## config.mk

```make
export PLATFORM = sky130hd
export DESIGN_NAME = snake_move_ctrl
export DESIGN_NICKNAME = d
export VERILOG_FILES = /design/src/rtl/snake_pkg.sv /design/src/rtl/snake_move_ctrl_tick_gen.sv /design/src/rtl/snake_move_ctrl.sv
export SDC_FILE = /design/constraint.sdc
export NUM_CORES = 1
export LEC_CHECK = 0
export BUFFER_PORTS_ARGS = -buffer_cell sky130_fd_sc_hd__clkbuf_2
export CORE_ASPECT_RATIO = 0.5
export CORE_MARGIN = 2
export CORE_UTILIZATION = 40
export CTS_CLUSTER_SIZE = 25
export DETAILED_ROUTE_END_ITERATION = 8
export PLACE_DENSITY = 0.63
export SLEW_MARGIN = 30
export SYNTH_ARGS = -nofsm -noshare
export SYNTH_HDL_FRONTEND = slang
export SYNTH_HIERARCHICAL = 1
export SYNTH_SLANG_ARGS = --single-unit
```

## constraint.sdc

```tcl
create_clock -name clk -period 4.3 [get_ports clk]
set_input_delay 0.645 -clock clk [delete_from_list [all_inputs] [get_ports clk]]
set_output_delay 0.645 -clock clk [all_outputs]
set_load 0.005 [all_outputs]
```

## src/rtl/snake_pkg.sv

```systemverilog
// Shared types and helpers for the snake game-step sequencer.
package snake_pkg;

  localparam int unsigned DEF_TICK_DIV = 1000000;
  localparam int unsigned DEF_GRID_W   = 16;
  localparam int unsigned DEF_GRID_H   = 16;
  localparam int unsigned DEF_MAX_LEN  = 16;

  typedef enum logic [1:0] {
    DIR_N = 2'd0,
    DIR_E = 2'd1,
    DIR_S = 2'd2,
    DIR_W = 2'd3
  } dir_t;

  typedef enum logic [1:0] {
    ST_IDLE = 2'd0,
    ST_RUN  = 2'd1,
    ST_DEAD = 2'd2
  } state_t;

  function automatic dir_t opposite(input dir_t d);
    return dir_t'(d ^ 2'b10);
  endfunction

  // Signed unit step; callers sign-extend to the coordinate width so the add wraps.
  function automatic logic signed [1:0] delta_x(input dir_t d);
    case (d)
      DIR_E:   return 2'sb01;
      DIR_W:   return 2'sb11;
      default: return 2'sb00;
    endcase
  endfunction

  function automatic logic signed [1:0] delta_y(input dir_t d);
    case (d)
      DIR_S:   return 2'sb01;
      DIR_N:   return 2'sb11;
      default: return 2'sb00;
    endcase
  endfunction

endpackage

```

## src/rtl/snake_move_ctrl_tick_gen.sv

```systemverilog
// Game-step divider: one-cycle tick every TICK_DIV enabled clocks; holds phase while disabled.
module tick_gen
  import snake_pkg::*;
#(
  parameter int unsigned TICK_DIV = DEF_TICK_DIV
) (
  input  logic clk,
  input  logic rst,
  input  logic en,
  output logic tick
);

  localparam int unsigned     CW   = $clog2(TICK_DIV);
  localparam logic [CW-1:0]   LAST = CW'(TICK_DIV - 1);

  logic [CW-1:0] cnt;

  assign tick = en && (cnt == LAST);

  always_ff @(posedge clk or posedge rst) begin
    if (rst) begin
      cnt <= '0;
    end else if (en) begin
      cnt <= tick ? '0 : cnt + 1'b1;
    end
  end

endmodule

```

## src/rtl/snake_move_ctrl.sv

```systemverilog
// Snake game-step sequencer: direction arbitration, wrapping head motion,
// body history shift register and self-collision detection.
module snake_move_ctrl
  import snake_pkg::*;
#(
  parameter  int unsigned TICK_DIV = DEF_TICK_DIV,
  parameter  int unsigned GRID_W   = DEF_GRID_W,
  parameter  int unsigned GRID_H   = DEF_GRID_H,
  parameter  int unsigned MAX_LEN  = DEF_MAX_LEN,
  localparam int unsigned XW       = $clog2(GRID_W),
  localparam int unsigned YW       = $clog2(GRID_H),
  localparam int unsigned LW       = $clog2(MAX_LEN + 1)
) (
  input  logic          clk,
  input  logic          rst,
  input  logic          enable,
  input  logic          restart,
  input  logic          dir_req_valid,
  input  logic [1:0]    dir_req,
  output logic          dir_req_ready,
  input  logic          grow,
  input  logic [XW-1:0] seg_rd_idx,
  output logic [XW-1:0] seg_rd_x,
  output logic [YW-1:0] seg_rd_y,
  output logic [XW-1:0] head_x,
  output logic [YW-1:0] head_y,
  output logic [LW-1:0] length,
  output logic [1:0]    dir,
  output logic          step,
  output logic          dead
);

  localparam int unsigned   IW     = $clog2(MAX_LEN);
  localparam logic [XW-1:0] HOME_X = XW'(GRID_W / 2);
  localparam logic [YW-1:0] HOME_Y = YW'(GRID_H / 2);
  localparam logic [LW-1:0] LEN_MAX = LW'(MAX_LEN);

  state_t        state, state_nxt;
  dir_t          dir_q, pend_dir, move_dir;
  logic          pend_valid, grow_pend, step_q;
  logic [LW-1:0] len_q, cmp_lim;
  logic [XW-1:0] hist_x [MAX_LEN];
  logic [YW-1:0] hist_y [MAX_LEN];
  logic [XW-1:0] nx;
  logic [YW-1:0] ny;
  logic [IW-1:0] rd_sel;
  logic          tick, run_en, hit, accept, req_keep, move_ok, reinit;

  assign run_en = enable && (state == ST_RUN);

  tick_gen #(
    .TICK_DIV(TICK_DIV)
  ) u_tick (
    .clk (clk),
    .rst (rst),
    .en  (run_en),
    .tick(tick)
  );

  assign dir_req_ready = (state != ST_DEAD);
  assign dead          = (state == ST_DEAD);
  assign head_x        = hist_x[0];
  assign head_y        = hist_y[0];
  assign length        = len_q;
  assign dir           = dir_q;
  assign step          = step_q;

  assign accept   = dir_req_valid && dir_req_ready;
  assign req_keep = accept && (dir_t'(dir_req) != opposite(dir_q));
  assign reinit   = (state == ST_DEAD) && restart;
  assign move_ok  = tick && !hit;

  // Prospective move; the collision window excludes the tail cell unless it stays put.
  always_comb begin
    move_dir = pend_valid ? pend_dir : dir_q;
    nx       = hist_x[0] + XW'(delta_x(move_dir));
    ny       = hist_y[0] + YW'(delta_y(move_dir));
    cmp_lim  = grow_pend ? len_q : len_q - 1'b1;
    hit      = 1'b0;
    for (int unsigned i = 0; i < MAX_LEN; i++) begin
      if ((LW'(i) < cmp_lim) && (hist_x[IW'(i)] == nx) && (hist_y[IW'(i)] == ny)) begin
        hit = 1'b1;
      end
    end
  end

  always_comb begin
    rd_sel   = IW'(seg_rd_idx);
    seg_rd_x = hist_x[0];
    seg_rd_y = hist_y[0];
    if (32'(seg_rd_idx) < MAX_LEN) begin
      seg_rd_x = hist_x[rd_sel];
      seg_rd_y = hist_y[rd_sel];
    end
  end

  always_ff @(posedge clk or posedge rst) begin
    if (rst) begin
      state <= ST_IDLE;
    end else begin
      state <= state_nxt;
    end
  end

  always_comb begin
    state_nxt = state;
    case (state)
      ST_IDLE: if (enable)       state_nxt = ST_RUN;
      ST_RUN:  if (tick && hit)  state_nxt = ST_DEAD;
      ST_DEAD: if (restart)      state_nxt = ST_IDLE;
      default:                   state_nxt = ST_IDLE;
    endcase
  end

  always_ff @(posedge clk or posedge rst) begin
    if (rst) begin
      dir_q      <= DIR_E;
      pend_dir   <= DIR_E;
      pend_valid <= 1'b0;
      grow_pend  <= 1'b0;
      len_q      <= LW'(1);
      step_q     <= 1'b0;
      for (int unsigned i = 0; i < MAX_LEN; i++) begin
        hist_x[IW'(i)] <= HOME_X;
        hist_y[IW'(i)] <= HOME_Y;
      end
    end else if (reinit) begin
      dir_q      <= DIR_E;
      pend_dir   <= DIR_E;
      pend_valid <= 1'b0;
      grow_pend  <= 1'b0;
      len_q      <= LW'(1);
      step_q     <= 1'b0;
      for (int unsigned i = 0; i < MAX_LEN; i++) begin
        hist_x[IW'(i)] <= HOME_X;
        hist_y[IW'(i)] <= HOME_Y;
      end
    end else begin
      step_q <= move_ok;
      if (move_ok) begin
        dir_q     <= move_dir;
        hist_x[0] <= nx;
        hist_y[0] <= ny;
        for (int unsigned i = 1; i < MAX_LEN; i++) begin
          hist_x[IW'(i)] <= hist_x[IW'(i - 1)];
          hist_y[IW'(i)] <= hist_y[IW'(i - 1)];
        end
        if (grow_pend && (len_q != LEN_MAX)) begin
          len_q <= len_q + 1'b1;
        end
      end
      // A request or grow landing on the move cycle survives into the next step.
      if (req_keep) begin
        pend_valid <= 1'b1;
        pend_dir   <= dir_t'(dir_req);
      end else if (move_ok) begin
        pend_valid <= 1'b0;
      end
      if (grow && (state != ST_DEAD)) begin
        grow_pend <= 1'b1;
      end else if (move_ok) begin
        grow_pend <= 1'b0;
      end
    end
  end

endmodule

```

==> impl_metrics.env, run 1 <==
export IMPL_grt_pass1_wl_microns=53100
export IMPL_fmax_ghz=0.241
export IMPL_grt_use_met3_pct=4.75
export IMPL_die_h_microns=123
export IMPL_clockRootBuffer="clkbuf_16"
export IMPL_core_area_sq_um=27700
export IMPL_async_reset_ff_share_pct=100
export IMPL_wl_microns=33800
export IMPL_cp_data_required_time_ns=4.67
export IMPL_gp_congestion=1.02
export IMPL_grt_busiest_layer="met2"
export IMPL_ant_nets=0
export IMPL_dpl_instance_area_sq_um=12100
export IMPL_ir_worst_vdd_v=0.000230
export IMPL_setup_viol=0
export IMPL_crit_top_cell="buf_12"
export IMPL_avgSynthCellArea_sq_um=10.0
export IMPL_leakage_nw=5.15
export IMPL_final_max_slew_viol_count=0
export IMPL_cts_tree="yes"
export IMPL_stdcell_area_sq_um=13000
export IMPL_fin_skew_ns=0.0128
export IMPL_overflow=0
export IMPL_syn_cell_area_sq_um=11300
export IMPL_p_per_area_nw_per_um2=321
export IMPL_drc=0
export IMPL_hpwl_microns=25000
export IMPL_critPathTopFamily="simple AND/OR/NAND/NOR gates"
export IMPL_synth_edf_count=0
export IMPL_slew_headroom_pct=35.8
export IMPL_die_area_sq_um=29600
export IMPL_layout_drive_gt1_share_pct=23.7
export IMPL_crit_buf_inv=3
export IMPL_nets=1188
export IMPL_vias=9202
export IMPL_worstPathCellList="dlymetal6s2s_1 > or3b_1 > nand2_1 > or3_1 > a31oi_1 > nor2_1 > a32oi_1 > o2111ai_1 > or4_4 > nor2_4 > buf_12 > buf_12 > mux2i_1"
export IMPL_final_setup_worst_slack_ns=0.144
export IMPL_yosys_area_top_type="dfrtp_1"
export IMPL_crit_path_end_kind="flip-flop"
export IMPL_synth_seq_cells=162
export IMPL_dr_pass1_iters=5
export IMPL_ys_warn_count=6
export IMPL_drt_iter0_markers=948
export IMPL_grt_util_met2_pct=36.6
export IMPL_cts_htree_levels=4
export IMPL_stdcell_count=1564
export IMPL_synth_nets=1144
export IMPL_antenna_found_initial=0
export IMPL_outcome="completed"
export IMPL_slowest_delay_ns=0.58
export IMPL_io_pins=38
export IMPL_insertion_delay_ns=0.45
export IMPL_synth_area_leaders="dfrtp_1 28%, mux2i_1 12%, dfstp_2 8.2%"
export IMPL_cts_buffer_depth=2
export IMPL_fin_hold_ws_ns=0.206
export IMPL_crit_path_max_fanout=22
export IMPL_synth_top_cell_area_share_pct=28.2
export IMPL_hold_violations=0
export IMPL_hp_class="in -> async"
export IMPL_met1_usage_pct=33.9
export IMPL_dp_cells=1526
export IMPL_startpoint="pend_valid"
export IMPL_start_util_pct=40.7
export IMPL_die_w_microns=241
export IMPL_synth_ff_type="dfrtp_1"
export IMPL_finalCritPeriodShare_pct=96.7
export IMPL_syn2layout_area_growth_pct=15.1
export IMPL_place_ws_ns=-0.324
export IMPL_min_period_ns=4.16
export IMPL_ys_types=89
export IMPL_startpoint_type="flip-flop"
export IMPL_wl_per_cell_microns=21.6
export IMPL_cts_hold_buf=0
export IMPL_worst_slew_pin_slew_ns=0.962
export IMPL_timing_rr_start="pend_valid"
export IMPL_yosys_top_cells_count="143 x nand2_1, 132 x mux2i_1, 127 x dfrtp_1"
export IMPL_cap_violations=0
export IMPL_row_count=43
export IMPL_cts_buffers=17
export IMPL_crit_path_top_delay_cell="or4_4"
export IMPL_cts_num_sinks=162
export IMPL_synthCells=1124
export IMPL_arrival_ns=4.52
export IMPL_clkTransAtPathRegs_ns=0.07
export IMPL_viasPerCell=5.88
export IMPL_grt_max_degree=143
export IMPL_yosysMostFrequentCell="nand2_1"
export IMPL_grtUsageTotal_pct=23.8
export IMPL_ys_seq_area_share_pct=36.3
export IMPL_path_class="reg -> reg"
export IMPL_grt_pass1_vias=9141
export IMPL_place_port_buffers=37
export IMPL_power_total_mw=4.16
-- flip-flops by register name, summed over array words and instances (netlist names), 4 cells and up --
name / flops
hist_x: 60
hist_y: 60
u_tick/cnt: 20
length: 5
head_x: 4
head_y: 4
-- tightest hold or removal path: cells and delay by family --
family                 cells  cell delay, ns
buffers and inverters      3            0.37
-- what timing repair did --
| item | in CTS | in global routing |
|---|---|---|
| pin swaps | 3 | 5 |
| setup endpoints to repair | 140 | 139 |
| resized for setup | 7 | 26 |
| setup buffers | 0 | 3 |
| gates cloned | 1 | 0 |
-- cell usage in the layout (no fill, tap or decap), types with 26 or more instances in the layout --
cell,n
nand2_1,142
dfstp_2,35
mux2i_1,131
buf_4,67
nand4_1,26
nor4_1,26
mux4_2,40
nor2_1,72
dfrtp_1,126
clkbuf_2,37
xnor2_1,77
xor2_1,59
-- final cells by class --
class,instances,area (sq um)
sequential,162,4100
multi-input combinational,856,6790
clock inverter,12,129
inverter,14,56.3
antenna,1,2.50
timing repair buffer,117,947
fill,2561,14700
tap,382,478
clock buffer,20,489
-- power by group --
part,total (mW),switching [mW],internal (mW)
Combinational,0.870,0.501,0.369
Clock,1.61,0.705,0.903
Sequential,1.69,0.0842,1.60
-- through the flow --
stage          setup TNS, ns  utilization (%)
2_1_floorplan              0                -
3_3_place_gp          -39.35             43.8
3_5_place_dp          -28.81             43.8
4_1_cts                    0             46.2
5_1_grt              -0.0627             46.9
6_report                   0             46.9
-- cell families after synthesis --
| family | synth area share (%) |
|---|---|
| simple gates | 17.5 |
| mux | 19.7 |
| flops | 36.3 |
| compound gates | 9.28 |
| xor+xnor | 11.2 |
| buf+inv | 5.02 |
| fa+ha+maj | 0.887 |
-- layer usage --
layer,wire [microns],vias up
met2,14900,318
li1,-,4180
met3,2210,58
met1,15900,4646
met5,0,-
met4,894,0
-- path summary, 6_finish.rpt --
| path | endpoint | slack (ns) | depth (start not counted) |
|---|---|---|---|
| setup / recovery | hist_y[58] | 0.14 | 13 |
| hold / removal | state[0] | 0.21 | 3 |
| setup reg to reg | hist_y[58] | 0.14 | 13 |
| hold reg to reg | state[1] | 0.51 | 1 |
| max in group asynchronous | hist_x[32] | 3.24 | 4 |
| min in group clk | grow_pend | 0.44 | 2 |
Note: power is estimated with default switching activity, not from simulation.
==> run 2: changes to the inputs <==
CELL_PAD_IN_SITES_DETAIL_PLACEMENT = 1   (was not set)
CELL_PAD_IN_SITES_GLOBAL_PLACEMENT = 2   (was not set)
CORE_UTILIZATION = 38   (was 40)
PLACE_DENSITY = 0.83   (was 0.63)
==> run 2 against run 1 <==
  * The run now ends with negative setup slack left
  * Flip-flop and latch count unchanged
  * Critical path type unchanged
  * Design area increased by 4.4%
  * Via count grew 3.7%
  * Fmax decreased by 4.2%
  * Sequential share of layout area down 1.3 points
==> impl_metrics.env, run 2 (synthesis results as in run 1) <==
export IMPL_setup_viol=3
export IMPL_fin_hold_ws_ns=0.313
export IMPL_fin_skew_ns=0.0149
export IMPL_cts_htree_levels=4
export IMPL_finalCritPeriodShare_pct=101
export IMPL_outcome="finished with violations"
export IMPL_place_ws_ns=-0.554
export IMPL_min_period_ns=4.34
export IMPL_leakage_nw=5.38
export IMPL_p_per_area_nw_per_um2=315
export IMPL_final_setup_worst_slack_ns=-0.0365
export IMPL_slowest_delay_ns=0.61
export IMPL_dr_pass1_iters=5
export IMPL_overflow=0
export IMPL_layout_drive_gt1_share_pct=28.1
export IMPL_worst_slew_pin_slew_ns=0.957
export IMPL_grt_pass1_vias=10267
export IMPL_crit_path_end_kind="flip-flop"
export IMPL_io_pins=38
export IMPL_nets=1223
export IMPL_die_h_microns=126
export IMPL_crit_path_max_fanout=8
export IMPL_hp_class="in -> async"
export IMPL_cap_violations=0
export IMPL_viasPerCell=5.94
export IMPL_diodes=0
export IMPL_fmax_ghz=0.231
export IMPL_violations="negative setup slack"
export IMPL_grt_setup_unrepaired="yes"
export IMPL_worstPathCellList="and3b_2 > nor2_4 > xnor2_2 > ha_4 > buf_6 > xnor2_2 > nand4_1 > a211oi_2 > o2111ai_4 > a2111oi_4 > a32oi_2 > o2111ai_4 > or4_4 > buf_12 > nor2_4 > buf_12 > buf_12 > mux2i_4"
export IMPL_hpwl_microns=28400
export IMPL_utilization_pct=46.6
export IMPL_hold_violations=0
export IMPL_drt_iter0_markers=808
export IMPL_grtUsageTotal_pct=26.5
export IMPL_slew_headroom_pct=36.2
export IMPL_die_area_sq_um=31200
export IMPL_die_w_microns=248
export IMPL_wl_microns=40500
export IMPL_syn2layout_area_growth_pct=20.2
export IMPL_final_cell_mix="142 x nand2_1, 126 x dfrtp_1, 122 x mux2i_1"
export IMPL_cts_buffer_depth=2
export IMPL_final_max_slew_viol_count=0
export IMPL_place_port_buffers=37
export IMPL_core_area_sq_um=29100
export IMPL_clockRootBuffer="clkbuf_16"
export IMPL_path_class="reg -> reg"
export IMPL_grt_max_degree=143
export IMPL_startpoint_type="flip-flop"
export IMPL_cts_num_sinks=162
export IMPL_insertion_delay_ns=0.45
export IMPL_antenna_found_initial=0
export IMPL_dp_cells=1553
export IMPL_start_util_pct=38.7
export IMPL_ant_nets=0
export IMPL_final_common_cell="nand2_1"
export IMPL_clkTransAtPathRegs_ns=0.08
export IMPL_vias=9541
export IMPL_drc=0
export IMPL_stdcell_count=1606
export IMPL_cts_hold_buf=0
export IMPL_cts_buffers=17
export IMPL_arrival_ns=4.66
export IMPL_cp_data_required_time_ns=4.63
export IMPL_row_count=44
export IMPL_gp_congestion=0.975
export IMPL_ir_worst_vdd_v=0.000234
export IMPL_grt_pass1_wl_microns=61800
export IMPL_cts_tree="yes"
export IMPL_wl_per_cell_microns=25.2
export IMPL_crit_path_top_delay_cell="dfstp_2"
export IMPL_top_regs="hist_x: 60 flops, hist_y: 60 flops, u_tick/cnt: 20 flops"
export IMPL_crit_top_cell="buf_12"
-- run 2: worst max-delay path, delay by kind of cell, from the launching register on --
family	cells	cell delay (ns)
AOI/OAI and AO/OA	5	1.33
xor gates and xnor gates	2	0.36
adders and majority gates	1	0.29
buffers and inverters	4	0.57
DFF	1	0.61
muxes	1	0.18
and+or+nand+nor	5	0.85
-- run 2: path summary, 6_finish.rpt --
check / from / to / slack, ns / cells past startpoint
worst max-delay path: dir[0] / hist_y[54] / -0.04 / 18
worst min-delay path: rst / length[1] / 0.31 / 3
worst max register to register: dir[0] / hist_y[54] / -0.04 / 18
worst min register to register: state[1] / state[1] / 0.50 / 1
max in group asynchronous: rst / hist_y[40] / 3.21 / 3
min in group clk: grow / grow_pend / 0.42 / 2
-- run 2: final cells by class --
class | instances | area [sq um]
Clock buffer | 20 | 447
Tap cell | 391 | 489
Clock inverter | 11 | 131
Inverter | 14 | 56.3
Sequential cell | 162 | 4100
Timing Repair Buffer | 152 | 1310
Multi-Input combinational cell | 856 | 7030
Fill cell | 3200 | 15600
-- run 2: stage by stage --
stage / instance area (sq um) / setup TNS [ns] / power, mW
3_5_place_dp: 12300 / -65.80 / 2.60
4_1_cts: 13200 / 0 / 4.24
5_1_grt: 13600 / -2.96 / 4.45
2_1_floorplan: 11300 / 0 / 2.24
6_report: 13600 / -0.0762 / 4.28
3_3_place_gp: 12200 / -47.86 / 2.57
-- run 2: routing by layer --
layer | vias up | GRT usage (%) | part of all wire, % | wire (microns)
met3 | 74 | 5.97 | 6.3 | 2550
met1 | 4937 | 36.4 | 45 | 18300
met4 | 0 | 10.4 | 3.1 | 1270
met2 | 293 | 40.9 | 45 | 18400
met5 | - | 0 | 0 | 0
li1 | 4237 | - | - | -
-- run 2: report_power, final --
part / internal, mW / switching (mW)
clock network: 0.874 / 0.699
logic: 0.431 / 0.585
registers: 1.60 / 0.0859
-- run 2: repair_timing --
item	CTS	global route
resized for setup	32	58
cloned	4	1
pin swaps	12	26
endpoints found under the setup margin	140	140
buffers inserted	12	5
==> run 3: changes to the inputs <==
CORE_ASPECT_RATIO = not set   (was 0.5)
CORE_UTILIZATION = 36   (was 38)
PLACE_DENSITY = 0.79   (was 0.83)
==> run 3 against run 2 <==
  * The run now ends clean
  * Critical path type unchanged
  * Worst hold slack lost 0.12 ns
  * Setup slack improved by 0.15 ns
  * Non-clock buffer count down 8
  * Core utilization is 3.6 points lower
  * Critical endpoint is now hist_y[14]
  * First-iteration DRC count down 17%
  * Final cell count down 0.19%
  * Sequential share of layout area up 0.76 points
==> impl_metrics.env, run 3 (synthesis results as in run 1) <==
export IMPL_met1_usage_pct=30.4
export IMPL_grt_use_met3_pct=3.99
export IMPL_hold_violations=0
export IMPL_row_count=64
export IMPL_grtUsageTotal_pct=22.9
export IMPL_overflow=0
export IMPL_outcome="completed"
export IMPL_grt_max_degree=54
export IMPL_nets=1214
export IMPL_r2r_end="hist_y[14]"
export IMPL_slew_headroom_pct=33.4
export IMPL_grt_pass1_wl_microns=58000
export IMPL_timing_rr_start="pend_valid"
export IMPL_crit_path_end_kind="flip-flop"
export IMPL_hp_class="in -> async"
export IMPL_worst_slew_pin_slew_ns=0.987
export IMPL_cap_violations=0
export IMPL_grt_util_met2_pct=37.8
export IMPL_min_period_ns=4.19
export IMPL_setup_viol=0
export IMPL_top_regs="hist_x: 60 flops, hist_y: 60 flops, u_tick/cnt: 20 flops"
export IMPL_p_sw_mw=1.38
export IMPL_final_common_cell="nand2_1"
export IMPL_die_h_microns=181
export IMPL_antenna_found_initial=0
export IMPL_place_ws_ns=-0.312
export IMPL_fmax_ghz=0.239
export IMPL_pwr_share_seq_pct=40.5
export IMPL_insertion_delay_ns=0.46
export IMPL_path_class="reg -> reg"
export IMPL_wl_per_cell_microns=22.8
export IMPL_io_pins=38
export IMPL_cts_buffer_depth=2
export IMPL_diodes=0
export IMPL_fin_skew_ns=0.0146
export IMPL_p_sw_share_pct=33.3
export IMPL_leakage_nw=5.30
export IMPL_cts_tree="yes"
export IMPL_finalCritPeriodShare_pct=97.5
export IMPL_cp_data_required_time_ns=4.66
export IMPL_clkTransAtPathRegs_ns=0.08
export IMPL_dr_pass1_iters=5
export IMPL_core_area_sq_um=30700
export IMPL_drc=0
export IMPL_start_util_pct=36.7
export IMPL_die_area_sq_um=32800
export IMPL_clkPwrFrac_pct=37.2
export IMPL_p_per_area_nw_per_um2=314
export IMPL_fill_cells=3464
export IMPL_place_port_buffers=37
export IMPL_clockRootBuffer="clkbuf_16"
export IMPL_drt_iter0_markers=672
export IMPL_ir_worst_vdd_v=0.000257
export IMPL_combPwrFrac_pct=22.3
export IMPL_vias=9188
export IMPL_grt_busiest_layer="met2"
export IMPL_stdcell_count=1603
export IMPL_viasPerCell=5.73
export IMPL_cts_num_sinks=162
export IMPL_die_w_microns=181
export IMPL_syn2layout_area_growth_pct=17.3
export IMPL_p_int_mw=2.77
export IMPL_final_cell_mix="142 x nand2_1, 130 x mux2i_1, 127 x dfrtp_1"
export IMPL_final_max_slew_viol_count=0
export IMPL_final_setup_worst_slack_ns=0.109
export IMPL_wl_microns=36600
export IMPL_cts_htree_levels=4
export IMPL_power_total_mw=4.16
export IMPL_grt_pass1_vias=9791
export IMPL_startpoint_type="flip-flop"
export IMPL_rrSetupSlack_ns=0.11
export IMPL_cts_buffers=17
export IMPL_hpwl_microns=26900
export IMPL_ant_nets=0
export IMPL_cts_hold_buf=0
export IMPL_r2r_cells=17
export IMPL_crit_path_max_fanout=31
export IMPL_layout_drive_gt1_share_pct=25.6
export IMPL_dp_cells=1558
export IMPL_gp_congestion=0.908
export IMPL_arrival_ns=4.55
## run 3: changes by cell type in the layout (fill, tap and decap cells not counted), sizes merged
cell	change
buf	-7
inv	+6
clkbuf	-4
bufinv	-2
clkinv	+1
clkinvlp	-1
nor2	-1
## run 3: worst max-delay path by stage
stage               depth (start not counted)  slack (ns)    endpoint   startpoint
global route                               18      -0.007   head_x[2]   pend_valid
global placement                           15       -0.25  hist_y[23]  pend_dir[0]
CTS                                        19        0.07  hist_y[58]   pend_valid
detailed placement                         15       -0.31  hist_y[23]  pend_dir[0]
finish                                     17        0.11  hist_y[14]   pend_valid
floorplan                                  19        0.10   grow_pend       dir[0]
## run 3: what timing repair did
item                                    4_1_cts  5_1_grt
resized for setup                            10       25
pin swaps                                     3        9
buffers inserted                              5        8
endpoints found under the setup margin      139      139
## run 3: routing by layer
| metal | routed length [microns] | up-vias |
|---|---|---|
| met3 | 1260 | 57 |
| met5 | 0 | - |
| li1 | - | 4227 |
| met4 | 1090 | 0 |
| met1 | 16600 | 4729 |
| met2 | 17600 | 175 |
## run 3: layout make-up
type / count / area [sq um] / area share, %
clock inverters: 15 / 161 / 1.22
repair buffers: 144 / 1190 / 9.01
multi-input cells: 855 / 6800 / 51.4
inverters: 14 / 56.3 / 0.426
well taps: 396 / 495 / 3.75
clock buffers: 17 / 425 / 3.22
flip-flops and latches: 162 / 4100 / 31.0
## run 3: per-stage QoR
step / hold slack [ns] / setup TNS [ns] / utilization, % / cell area, sq um
5_1_grt: 0.211 / -0.0246 / 43.0 / 13200
4_1_cts: 0.194 / 0 / 42.4 / 13000
2_1_floorplan: 0.468 / 0 / - / 11300
3_3_place_gp: 0.481 / -20.63 / 40.0 / 12300
6_report: 0.192 / 0 / 43.0 / 13200
3_5_place_dp: 0.503 / -30.47 / 40.1 / 12300
## run 3: worst max-delay path, cell delays in order (launching register included)
cell and delay (ns):
dfrtp_1 0.40, buf_4 0.14, nor3_2 0.22, nor2_2 0.08
xnor2_1 0.13, ha_1 0.26, or2_2 0.31, a21oi_2 0.16
o211ai_1 0.21, xnor2_1 0.34, a211oi_1 0.11, a41oi_1 0.24
nand4_1 0.14, or4_4 0.55, nor2_4 0.14, buf_12 0.15
buf_16 0.22, mux2i_1 0.27
## run 3: power by group through the flow
stage               Sequential, mW  Combinational, mW  Clock, mW
finish                        1.68              0.927       1.55
global route                  1.69              0.998       1.64
CTS                           1.68              0.888       1.58
detailed placement            1.71              0.861          0
global placement              1.70              0.840          0
floorplan                     1.67              0.567          0
